--- src/rtl/seq_divider.sv ---
// Multi-cycle restoring divider for MIPS DIV/DIVU: one quotient bit per clock,
// signs handled by operating on magnitudes and fixing up in a final cycle.
module seq_divider #(
   parameter int WIDTH = 32
) (
   input  logic             clk,
   input  logic             rst,
   input  logic             start,
   input  logic             sign_in,
   input  logic [WIDTH-1:0] a_in,
   input  logic [WIDTH-1:0] b_in,
   output logic [WIDTH-1:0] quo_out,
   output logic [WIDTH-1:0] rem_out,
   output logic             busy,
   output logic             done,
   output logic             div_zero
);

   localparam int CW = (WIDTH > 1) ? $clog2(WIDTH) : 1;

   typedef enum logic [1:0] {IDLE, RUN, FIX} state_t;

   state_t           state;
   logic [WIDTH-1:0] q_reg;
   logic [WIDTH-1:0] r_reg;
   logic [WIDTH-1:0] b_mag;
   logic             a_neg;
   logic             q_neg;
   logic             zero_div;
   logic [CW-1:0]    count;

   logic [WIDTH-1:0] a_abs;
   logic [WIDTH-1:0] b_abs;
   logic [WIDTH:0]   r_shift;
   logic [WIDTH:0]   trial;

   // The partial remainder never reaches 2*divisor, so WIDTH+1 bits hold the
   // shifted remainder and the sign of the trial subtract without overflow.
   always_comb begin
      a_abs   = (sign_in && a_in[WIDTH-1]) ? -a_in : a_in;
      b_abs   = (sign_in && b_in[WIDTH-1]) ? -b_in : b_in;
      r_shift = {r_reg, q_reg[WIDTH-1]};
      trial   = r_shift - {1'b0, b_mag};
   end

   always_ff @(posedge clk) begin
      if (rst) begin
         state    <= IDLE;
         q_reg    <= '0;
         r_reg    <= '0;
         b_mag    <= '0;
         a_neg    <= 1'b0;
         q_neg    <= 1'b0;
         zero_div <= 1'b0;
         count    <= '0;
         quo_out  <= '0;
         rem_out  <= '0;
         busy     <= 1'b0;
         done     <= 1'b0;
         div_zero <= 1'b0;
      end else begin
         done <= 1'b0;
         case (state)
            IDLE: begin
               if (start) begin
                  busy  <= 1'b1;
                  a_neg <= sign_in & a_in[WIDTH-1];
                  q_neg <= sign_in & (a_in[WIDTH-1] ^ b_in[WIDTH-1]);
                  b_mag <= b_abs;
                  count <= '0;
                  r_reg <= '0;
                  // On a zero divisor q_reg keeps the raw dividend for HI.
                  if (b_in == '0) begin
                     zero_div <= 1'b1;
                     q_reg    <= a_in;
                     state    <= FIX;
                  end else begin
                     zero_div <= 1'b0;
                     q_reg    <= a_abs;
                     state    <= RUN;
                  end
               end
            end
            RUN: begin
               if (trial[WIDTH]) begin
                  r_reg <= r_shift[WIDTH-1:0];
                  q_reg <= {q_reg[WIDTH-2:0], 1'b0};
               end else begin
                  r_reg <= trial[WIDTH-1:0];
                  q_reg <= {q_reg[WIDTH-2:0], 1'b1};
               end
               count <= count + CW'(1);
               if (count == CW'(WIDTH - 1))
                  state <= FIX;
            end
            FIX: begin
               if (zero_div) begin
                  quo_out  <= '1;
                  rem_out  <= q_reg;
                  div_zero <= 1'b1;
               end else begin
                  quo_out  <= q_neg ? -q_reg : q_reg;
                  rem_out  <= a_neg ? -r_reg : r_reg;
                  div_zero <= 1'b0;
               end
               done  <= 1'b1;
               busy  <= 1'b0;
               state <= IDLE;
            end
            default: state <= IDLE;
         endcase
      end
   end

endmodule
--- config.mk ---
export PLATFORM = sky130hd
export DESIGN_NAME = seq_divider
export DESIGN_NICKNAME = d
export VERILOG_FILES = /design/src/rtl/seq_divider.sv
export SDC_FILE = /design/constraint.sdc
export NUM_CORES = 1
export LEC_CHECK = 0
export CORE_MARGIN = 8
export CORE_UTILIZATION = 62
export CTS_BUF_LIST = sky130_fd_sc_hd__clkbuf_16
export DETAILED_ROUTE_END_ITERATION = 10
export GPL_ROUTABILITY_DRIVEN = 0
export PLACE_DENSITY = 0.85
export SYNTH_ARGS = -nofsm -noshare
export SYNTH_HDL_FRONTEND = slang
export SYNTH_SLANG_ARGS = --single-unit
--- constraint.sdc ---
create_clock -name clk -period 7.2 [get_ports clk]
set_clock_uncertainty 0.2 [all_clocks]
set_input_delay 1.44 -clock clk [delete_from_list [all_inputs] [get_ports clk]]
set_output_delay 1.44 -clock clk [all_outputs]
set_load 0.03 [all_outputs]
==> results of run 1 <==
-- critical path, cell delays in order --
cell and delay (ns):
clkdlybuf4s50_1 0.49, nor4_1 0.45, or3b_2 0.53, and4bb_2 0.39
nand3_2 0.17, and3_1 0.55, o21ai_0 0.24, xnor2_1 0.14
nor2_1 0.07, o41ai_1 0.38
-- cell usage after synthesis (23+ instances only) --
cell type / n / area [µm²]
nand2_1: 189 / 709.4
dfxtp_1: 173 / 3463
nor2_1: 137 / 514.2
a21oi_1: 115 / 575.6
o21ai_0: 112 / 560.5
xnor2_1: 78 / 683.2
clkbuf_1: 76 / 285.3
xor2_1: 65 / 569.3
inv_1: 52 / 195.2
a211oi_1: 42 / 315.3
nor3_1: 40 / 200.2
ha_1: 38 / 475.5
o31ai_1: 30 / 225.2
mux2i_1: 23 / 230.2
-- final cells by class --
class	instances	area share [%]
clock inverters	15	0.8441
repair buffers	142	10.72
well taps	229	2.197
multi-input cells	1143	54.92
inverters	52	1.496
flip-flops and latches	173	26.56
clock buffers	17	3.261
-- final timing paths --
path,startpoint,endpoint,cells past startpoint
setup / recovery,b_in[8],q_reg[9]$_SDFFE_PP0P_,10
hold reg to reg,rem_out[3]$_SDFFE_PP0P_,rem_out[3]$_SDFFE_PP0P_,2
hold / removal,rem_out[3]$_SDFFE_PP0P_,rem_out[3]$_SDFFE_PP0P_,2
setup reg to reg,q_reg[31]$_SDFFE_PP0P_,r_reg[26]$_SDFFE_PP0P_,12
-- per-layer routing --
metal	global-route usage [%]	vias up	routed length [µm]
met5	0	-	0
met2	44.39	557	14380
li1	-	5380	-
met3	7.184	86	3649
met4	9.847	0	859
met1	36.74	5207	13620
-- placed cells by master, fill, tap and decap left out, drive strengths merged, types with 19 or more instances in the layout --
master         count
nor3              40
nor2             137
clkdlybuf4s50    133
nand2            189
o31ai             32
nand3             20
a21oi            115
a211oi            42
xnor2             78
mux2i             23
inv               57
o22ai             20
dfxtp            173
xor2              65
o21ai            113
nand2b            19
o41ai             19
ha                38
-- power by group --
part / switching (mW) / total (mW) / leakage (nW) / internal, mW
clock network: 0.407 / 0.851 / 0.266 / 0.444
registers: 0.0785 / 1.08 / 1.41 / 0.998
logic: 0.321 / 0.564 / 2.92 / 0.243
total: 0.806 / 2.49 / 4.59 / 1.69
-- stage by stage --
stage	power, mW	instance area, µm²	setup slack (ns)	utilization (%)
6_report	2.491	13040	2.463	72.86
5_1_grt	2.591	13040	2.284	72.86
4_1_cts	2.479	13040	2.522	72.86
3_5_place_dp	1.637	12510	2.128	69.87
3_3_place_gp	1.622	12510	2.229	69.87
2_1_floorplan	1.482	11240	3.117	-
-- kinds of logic after synthesis --
kind of cell | count (synthesis) | share of synthesized area, %
AO/OA/AOI/OAI | 437 | 25.03
XOR/XNOR | 143 | 11.14
buffers and inverters | 155 | 5.697
AND/OR/NAND/NOR | 499 | 20.69
adder cells (fa/ha/maj) | 39 | 4.406
multiplexers | 25 | 2.248
flip-flops | 173 | 30.80
==> impl_metrics.py, run 1 <==
metrics = {
    "outcome": {
        "status": "completed",
    },
    "grt": {
        "grt-ovfl-total": 0,
        "grt_pass1_vias": 10430,
        "antenna_found_initial": 0,
        "track_usage_pct": 28.17,
        "grt_max_degree": 105,
        "grt_first_pass_wirelength_mm": 52.03,
    },
    "clocking": {
        "clk_latency_ns": 0.43,
        "cts-hold-fix-buffers": 0,
        "cts_setup_buffers": 0,
        "path_clk_slew_ns": 0.07,
        "cts_tree": "yes",
        "clock_path_buffers": 2,
        "clockRootBuffer": "clkbuf_16",
        "ctsResizeCount": 0,
        "cts_buffers": 17,
        "htreeDepth": 4,
        "cts_sinks": 173,
    },
    "yosys": {
        "synthArstFlopShare_pct": 0,
        "synthFlopType": "dfxtp_1",
        "synth_edf_count": 0,
        "yosysSeqAreaShare_pct": 30.80,
        "ys_ff_latch": 173,
        "synth_area_um2": 11240,
        "syn_inst": 1471,
        "synth_nets": 1578,
        "yosys_warnings": 0,
        "syn_avg_cell_area_um2": 7.644,
        "synth_cell_type_count": 74,
    },
    "routing": {
        "drc": 0,
        "routed_via_density": 6.341,
        "vias": 11230,
        "dr.pass1.iters": 7,
        "wl_per_cell_um": 18.35,
        "finalWirelength_mm": 32.51,
        "drt-initial-drc-count": 1103,
        "postRouteAntennaNets": 0,
    },
    "place": {
        "post-place-cells": 1739,
        "portBuffers": 134,
        "dpl.hpwl_mm": 23.55,
    },
    "floorplan": {
        "die_h_um": 150.7,
        "core_area_um2": 17900,
        "num_rows": 49,
        "initial_core_util_pct": 62.81,
        "die-width_um": 150.7,
        "die-area_um2": 22700,
        "io_pins": 135,
    },
    "timing": {
        "period_needed_ns": 4.737,
        "holdWs_ns": 0.2550,
        "finalSetupTns_ns": 0,
        "fmax_mhz": 211.1,
        "rsz0062_at_grt": "false",
        "hold_viol": 0,
        "relSlewSlack_pct": 24.63,
        "slew_viol_final": 0,
        "tightestPinTransition_ns": 1.129,
        "period_share_pct": 65.79,
        "finalSetupViolCount": 0,
    },
    "finish": {
        "area_growth_pct": 16.00,
        "multi_input_area_um2": 7163,
        "fin_cells": 1771,
        "drive_gt1_share_pct": 4.345,
        "fin_nets": 1636,
        "fillers": 1472,
        "n_antenna_cell": 0,
        "seq_area_um2": 3465,
    },
    "worst_setup_path": {
        "path_max_fanout": 25,
        "r2r_slack_ns": 2.95,
        "critPathRequiredTime_ns": 7.31,
        "crit_type": "in -> reg",
        "cp-end-kind": "register",
        "start_kind": "input port",
        "crit_arrival_ns": 4.85,
    },
    "power": {
        "p_leak_nw": 4.593,
        "peakVddDrop_mv": 0.1918,
        "power.density_nw_per_um2": 191.0,
    },
    "flow_run": {
        "cap_violations": 0,
    },
    "worst_hold_path": {
        "hp-class": "reg -> reg",
    },
}
Power figures use the tool's default switching activity.
==> inputs of run 2 (changes only) <==
--- a/config.mk
+++ b/config.mk
@@ -6,11 +6,11 @@
 export NUM_CORES = 1
 export LEC_CHECK = 0
 export CORE_MARGIN = 8
-export CORE_UTILIZATION = 62
+export CORE_UTILIZATION = 57
 export CTS_BUF_LIST = sky130_fd_sc_hd__clkbuf_16
 export DETAILED_ROUTE_END_ITERATION = 10
 export GPL_ROUTABILITY_DRIVEN = 0
-export PLACE_DENSITY = 0.85
+export PLACE_DENSITY = 0.79
 export SYNTH_ARGS = -nofsm -noshare
 export SYNTH_HDL_FRONTEND = slang
 export SYNTH_SLANG_ARGS = --single-unit
==> constraint.sdc (replaced) <==
create_clock -name clk -period 4.5 [get_ports clk]
set_clock_uncertainty 0.2 [all_clocks]
set_input_delay 0.9 -clock clk [delete_from_list [all_inputs] [get_ports clk]]
set_output_delay 0.9 -clock clk [all_outputs]
set_load 0.03 [all_outputs]
==> run 2 against run 1 <==
Sequential power increased by 59%. Sequential cell count stayed put. Non-clock buffer count rose by 15. Cell count increased by 2.9%. Sequential share of layout area fell by 0.38 points. Global-route usage shrank 2.0 points. Clock-buffer cell count unchanged. Critical path depth unchanged.
==> impl_metrics.py, run 2 (synthesis results as in run 1) <==
metrics = {
    "outcome": {
        "status": "completed",
    },
    "worst_setup_path": {
        "path_max_fanout": 25,
        "crit_type": "in -> reg",
        "critPathRequiredTime_ns": 4.62,
        "r2r_slack_ns": 0.78,
        "start_kind": "input port",
        "crit_arrival_ns": 4.12,
        "cp-end-kind": "register",
    },
    "power": {
        "power.density_nw_per_um2": 309.4,
        "peakVddDrop_mv": 0.2980,
        "p_leak_nw": 4.686,
        "p_total_mw": 4.094,
    },
    "finish": {
        "drive_gt1_share_pct": 5.074,
        "utilization_pct": 68.22,
        "fin_nets": 1651,
        "fin_cells": 1822,
        "finalInstanceArea_um2": 13230,
        "fillers": 1695,
        "layout_commonest_cell": "nand2_1",
        "area_growth_pct": 17.69,
        "final_cell_mix": "nand2_1 (189), dfxtp_1 (172), nor2_1 (134)",
        "n_antenna_cell": 0,
    },
    "clocking": {
        "cts_buffers": 17,
        "clk_latency_ns": 0.43,
        "cts_tree": "yes",
        "htreeDepth": 4,
        "cts_sinks": 173,
        "clock_path_buffers": 2,
        "cts_setup_buffers": 0,
        "cts-hold-fix-buffers": 0,
        "ctsResizeCount": 0,
        "path_clk_slew_ns": 0.07,
        "clockRootBuffer": "clkbuf_16",
    },
    "routing": {
        "wl_per_cell_um": 17.86,
        "postRouteAntennaNets": 0,
        "drc": 0,
        "finalWirelength_mm": 32.53,
        "vias": 11060,
        "drt-initial-drc-count": 944,
        "dr.pass1.iters": 6,
        "routed_via_density": 6.069,
    },
    "timing": {
        "rsz0062_at_grt": "false",
        "finalSetupTns_ns": 0,
        "tightestPinTransition_ns": 1.124,
        "hold_viol": 0,
        "slew_viol_final": 0,
        "period_share_pct": 88.72,
        "finalSetupViolCount": 0,
        "period_needed_ns": 3.992,
        "relSlewSlack_pct": 24.98,
        "holdWs_ns": 0.2490,
        "post-route-worst-setup-slack_ns": 0.5076,
        "fmax_mhz": 250.5,
    },
    "flow_run": {
        "cap_violations": 0,
    },
    "floorplan": {
        "core_area_um2": 19400,
        "die-width_um": 156.5,
        "io_pins": 135,
        "die-area_um2": 24480,
        "num_rows": 51,
        "die_h_um": 156.5,
        "initial_core_util_pct": 57.97,
    },
    "place": {
        "post-place-ws_ns": 0.09212,
        "dpl.hpwl_mm": 24.14,
        "portBuffers": 134,
        "place_area_um2": 12660,
        "post-place-cells": 1790,
    },
    "grt": {
        "grt_pass1_vias": 10090,
        "grt-ovfl-total": 0,
        "track_usage_pct": 26.15,
        "grt_max_degree": 90,
        "antenna_found_initial": 0,
        "grt_first_pass_wirelength_mm": 52.08,
    },
    "worst_hold_path": {
        "hp-class": "reg -> reg",
    },
}
run 2: area by class of cell:
| type | instances | area [µm²] | share of cell area (%) |
|---|---|---|---|
| tap | 265 | 331.6 | 2.505 |
| inverter | 52 | 195.2 | 1.475 |
| clock buffer | 17 | 425.4 | 3.215 |
| timing repair buffer | 157 | 1511 | 11.42 |
| multi-input combinational | 1143 | 7161 | 54.11 |
| sequential | 173 | 3465 | 26.18 |
| clock inverter | 15 | 145.1 | 1.097 |
run 2: worst max-delay path: stages:
cell	delay (ns)
clkdlybuf4s50_1	0.49
nor4_1	0.38
or3b_2	0.52
and4bb_2	0.33
nand3_2	0.16
and3_1	0.56
o21ai_0	0.24
xnor2_1	0.15
nor2_1	0.05
o41ai_1	0.33
run 2: worst paths after layout:
check / depth (start not counted) / to / start
setup reg to reg: 11 / r_reg[9]$_SDFFE_PP0P_ / r_reg[14]$_SDFFE_PP0P_
setup / recovery: 10 / q_reg[11]$_SDFFE_PP0P_ / b_in[8]
hold reg to reg: 2 / rem_out[26]$_SDFFE_PP0P_ / rem_out[26]$_SDFFE_PP0P_
hold / removal: 2 / rem_out[26]$_SDFFE_PP0P_ / rem_out[26]$_SDFFE_PP0P_
run 2: metal layers:
layer / global-route usage, % / up-vias / part of all wire (%)
li1: - / 5408 / -
met1: 36.52 / 5080 / 45
met2: 38.85 / 506 / 43
met3: 4.854 / 64 / 9.5
met4: 10.57 / 0 / 2.7
met5: 0 / - / 0
run 2: report_power, final:
part / total (mW) / internal [mW] / leakage [nW] / switching [mW]
clock network: 1.47 / 0.817 / 0.280 / 0.648
logic: 0.912 / 0.396 / 3.00 / 0.517
registers: 1.72 / 1.60 / 1.41 / 0.120
==> inputs of run 3 (changes only) <==
--- a/config.mk
+++ b/config.mk
@@ -5,7 +5,6 @@
 export SDC_FILE = /design/constraint.sdc
 export NUM_CORES = 1
 export LEC_CHECK = 0
-export CORE_MARGIN = 8
 export CORE_UTILIZATION = 57
 export CTS_BUF_LIST = sky130_fd_sc_hd__clkbuf_16
 export DETAILED_ROUTE_END_ITERATION = 10
==> run 3 against run 2 <==
Sequential power barely moved. Total power rose by 1.0%. Critical path depth did not move. Core utilization rose by 0.12 points. Routed wire length fell by 1.4%. Non-clock buffer count fell by 3. Critical path type is now reg -> reg.
==> impl_metrics.py, run 3 (synthesis results as in run 1) <==
metrics = {
    "worst_setup_path": {
        "cpMostUsedCell": "mux2_2",
        "worst-path-buf-inv": 0,
        "crit_type": "reg -> reg",
        "crit_slowest_cell": "dfxtp_1",
        "max_stage_delay_ns": 0.49,
        "start_kind": "register",
        "worstPathCellList": "ha_1 > a21o_1 > a211o_1 > o21a_1 > a311oi_1 > o22ai_1 > mux2_2 > and2_1 > mux2_2 > a221o_1",
        "cp-end-kind": "register",
        "path_max_fanout": 8,
        "crit_arrival_ns": 4.11,
        "crit_family": "compound AO/OA/AOI/OAI gates",
        "critPathRequiredTime_ns": 4.62,
    },
    "clocking": {
        "cts_buffers": 17,
        "cts_sinks": 173,
        "path_clk_slew_ns": 0.07,
        "clock_path_buffers": 2,
        "cts_setup_buffers": 0,
        "ctsResizeCount": 0,
        "htreeDepth": 4,
        "cts-hold-fix-buffers": 0,
        "clk_latency_ns": 0.44,
        "cts_tree": "yes",
        "clockRootBuffer": "clkbuf_16",
    },
    "timing": {
        "tightestPinTransition_ns": 1.132,
        "relSlewSlack_pct": 24.45,
        "finalSetupViolCount": 0,
        "slew_viol_final": 0,
        "finalSetupTns_ns": 0,
        "post-route-worst-setup-slack_ns": 0.5103,
        "hold_viol": 0,
        "period_share_pct": 88.66,
        "period_needed_ns": 3.990,
        "rsz0062_at_grt": "false",
        "holdWs_ns": 0.2529,
        "fmax_mhz": 250.6,
    },
    "grt": {
        "grt-ovfl-total": 0,
        "antenna_found_initial": 0,
        "track_usage_pct": 32.15,
        "grt_first_pass_wirelength_mm": 51.52,
        "grt_max_degree": 87,
        "grt_pass1_vias": 9922,
    },
    "place": {
        "portBuffers": 134,
        "post-place-ws_ns": 0.2205,
        "place_area_um2": 12670,
        "dpl.hpwl_mm": 23.44,
        "post-place-cells": 1787,
    },
    "power": {
        "switchingPower_mw": 1.315,
        "p_seq_share_pct": 41.6,
        "sw_frac_of_total_pct": 31.80,
        "peakVddDrop_mv": 0.2890,
        "internal_power_mw": 2.821,
        "clkPwrFrac_pct": 36.3,
        "power.density_nw_per_um2": 312.0,
        "p_total_mw": 4.136,
        "p_leak_nw": 4.683,
        "p_comb_share_pct": 22.1,
    },
    "finish": {
        "layout_commonest_cell": "nand2_1",
        "drive_gt1_share_pct": 4.955,
        "fin_cells": 1819,
        "final_cell_mix": "nand2_1 (189), dfxtp_1 (172), nor2_1 (134)",
        "seq_area_um2": 3465,
        "fin_nets": 1648,
        "finalInstanceArea_um2": 13260,
        "area_growth_pct": 17.89,
        "multi_input_area_um2": 7161,
        "utilization_pct": 68.34,
        "fillers": 1673,
        "n_antenna_cell": 0,
    },
    "flow_run": {
        "cap_violations": 0,
    },
    "outcome": {
        "status": "completed",
    },
    "routing": {
        "vias": 11060,
        "wl_per_cell_um": 17.63,
        "postRouteAntennaNets": 0,
        "drt-initial-drc-count": 1065,
        "dr.pass1.iters": 6,
        "drc": 0,
        "routed_via_density": 6.079,
        "finalWirelength_mm": 32.06,
    },
    "floorplan": {
        "core_area_um2": 19400,
        "die_h_um": 142.5,
        "io_pins": 135,
        "initial_core_util_pct": 57.97,
        "num_rows": 51,
        "die-width_um": 142.5,
        "die-area_um2": 20290,
    },
    "worst_hold_path": {
        "hp-class": "reg -> reg",
    },
}
-- run 3: changes by cell type in the layout (fill, tap and decap cells not counted) --
cell        change
buf_12          +2
buf_4           -5
clkinv_2        -1
clkinv_4        +1
clkinv_8        +1
clkinvlp_4      -1
inv_1           -1
inv_8           +1
-- run 3: final timing paths --
path | startpoint | end | slack [ns] | cells after the start
setup / recovery | r_reg[4]$_SDFFE_PP0P_ | r_reg[29]$_SDFFE_PP0P_ | 0.51 | 10
hold / removal | rem_out[26]$_SDFFE_PP0P_ | rem_out[26]$_SDFFE_PP0P_ | 0.25 | 2
setup reg to reg | r_reg[4]$_SDFFE_PP0P_ | r_reg[29]$_SDFFE_PP0P_ | 0.51 | 10
hold reg to reg | rem_out[26]$_SDFFE_PP0P_ | rem_out[26]$_SDFFE_PP0P_ | 0.25 | 2
-- run 3: tightest hold or removal path: cells and delay by family (launching register included) --
family	cells	cell delay [ns]
AO/OA/AOI/OAI	1	0.05
flip-flops	1	0.31
AND/OR/NAND/NOR	1	0.05
-- run 3: final cells by class --
type	count	share of cell area [%]
Sequential cell	173	26.13
Clock inverter	15	1.246
Inverter	52	1.472
Tap cell	265	2.501
Clock buffer	17	3.209
Multi-Input combinational cell	1143	54.02
Timing Repair Buffer	154	11.42
-- run 3: power groups by stage --
stage                     sequential (mW)  clock (mW)  combinational, mW
after floorplan                      1.68           0              0.691
after global placement               1.74           0              0.873
after detailed placement             1.75           0              0.892
after CTS                            1.71        1.51              0.899
after global routing                 1.73        1.58               1.00
final                                1.72        1.50              0.913
-- run 3: layer usage --
layer,vias to the layer above,share of wire (%),global-route usage [%]
met5,-,0,0
met4,0,2.7,11.43
met3,66,9.0,6.460
met2,495,44,49.23
met1,5104,45,44.64
li1,5393,-,-
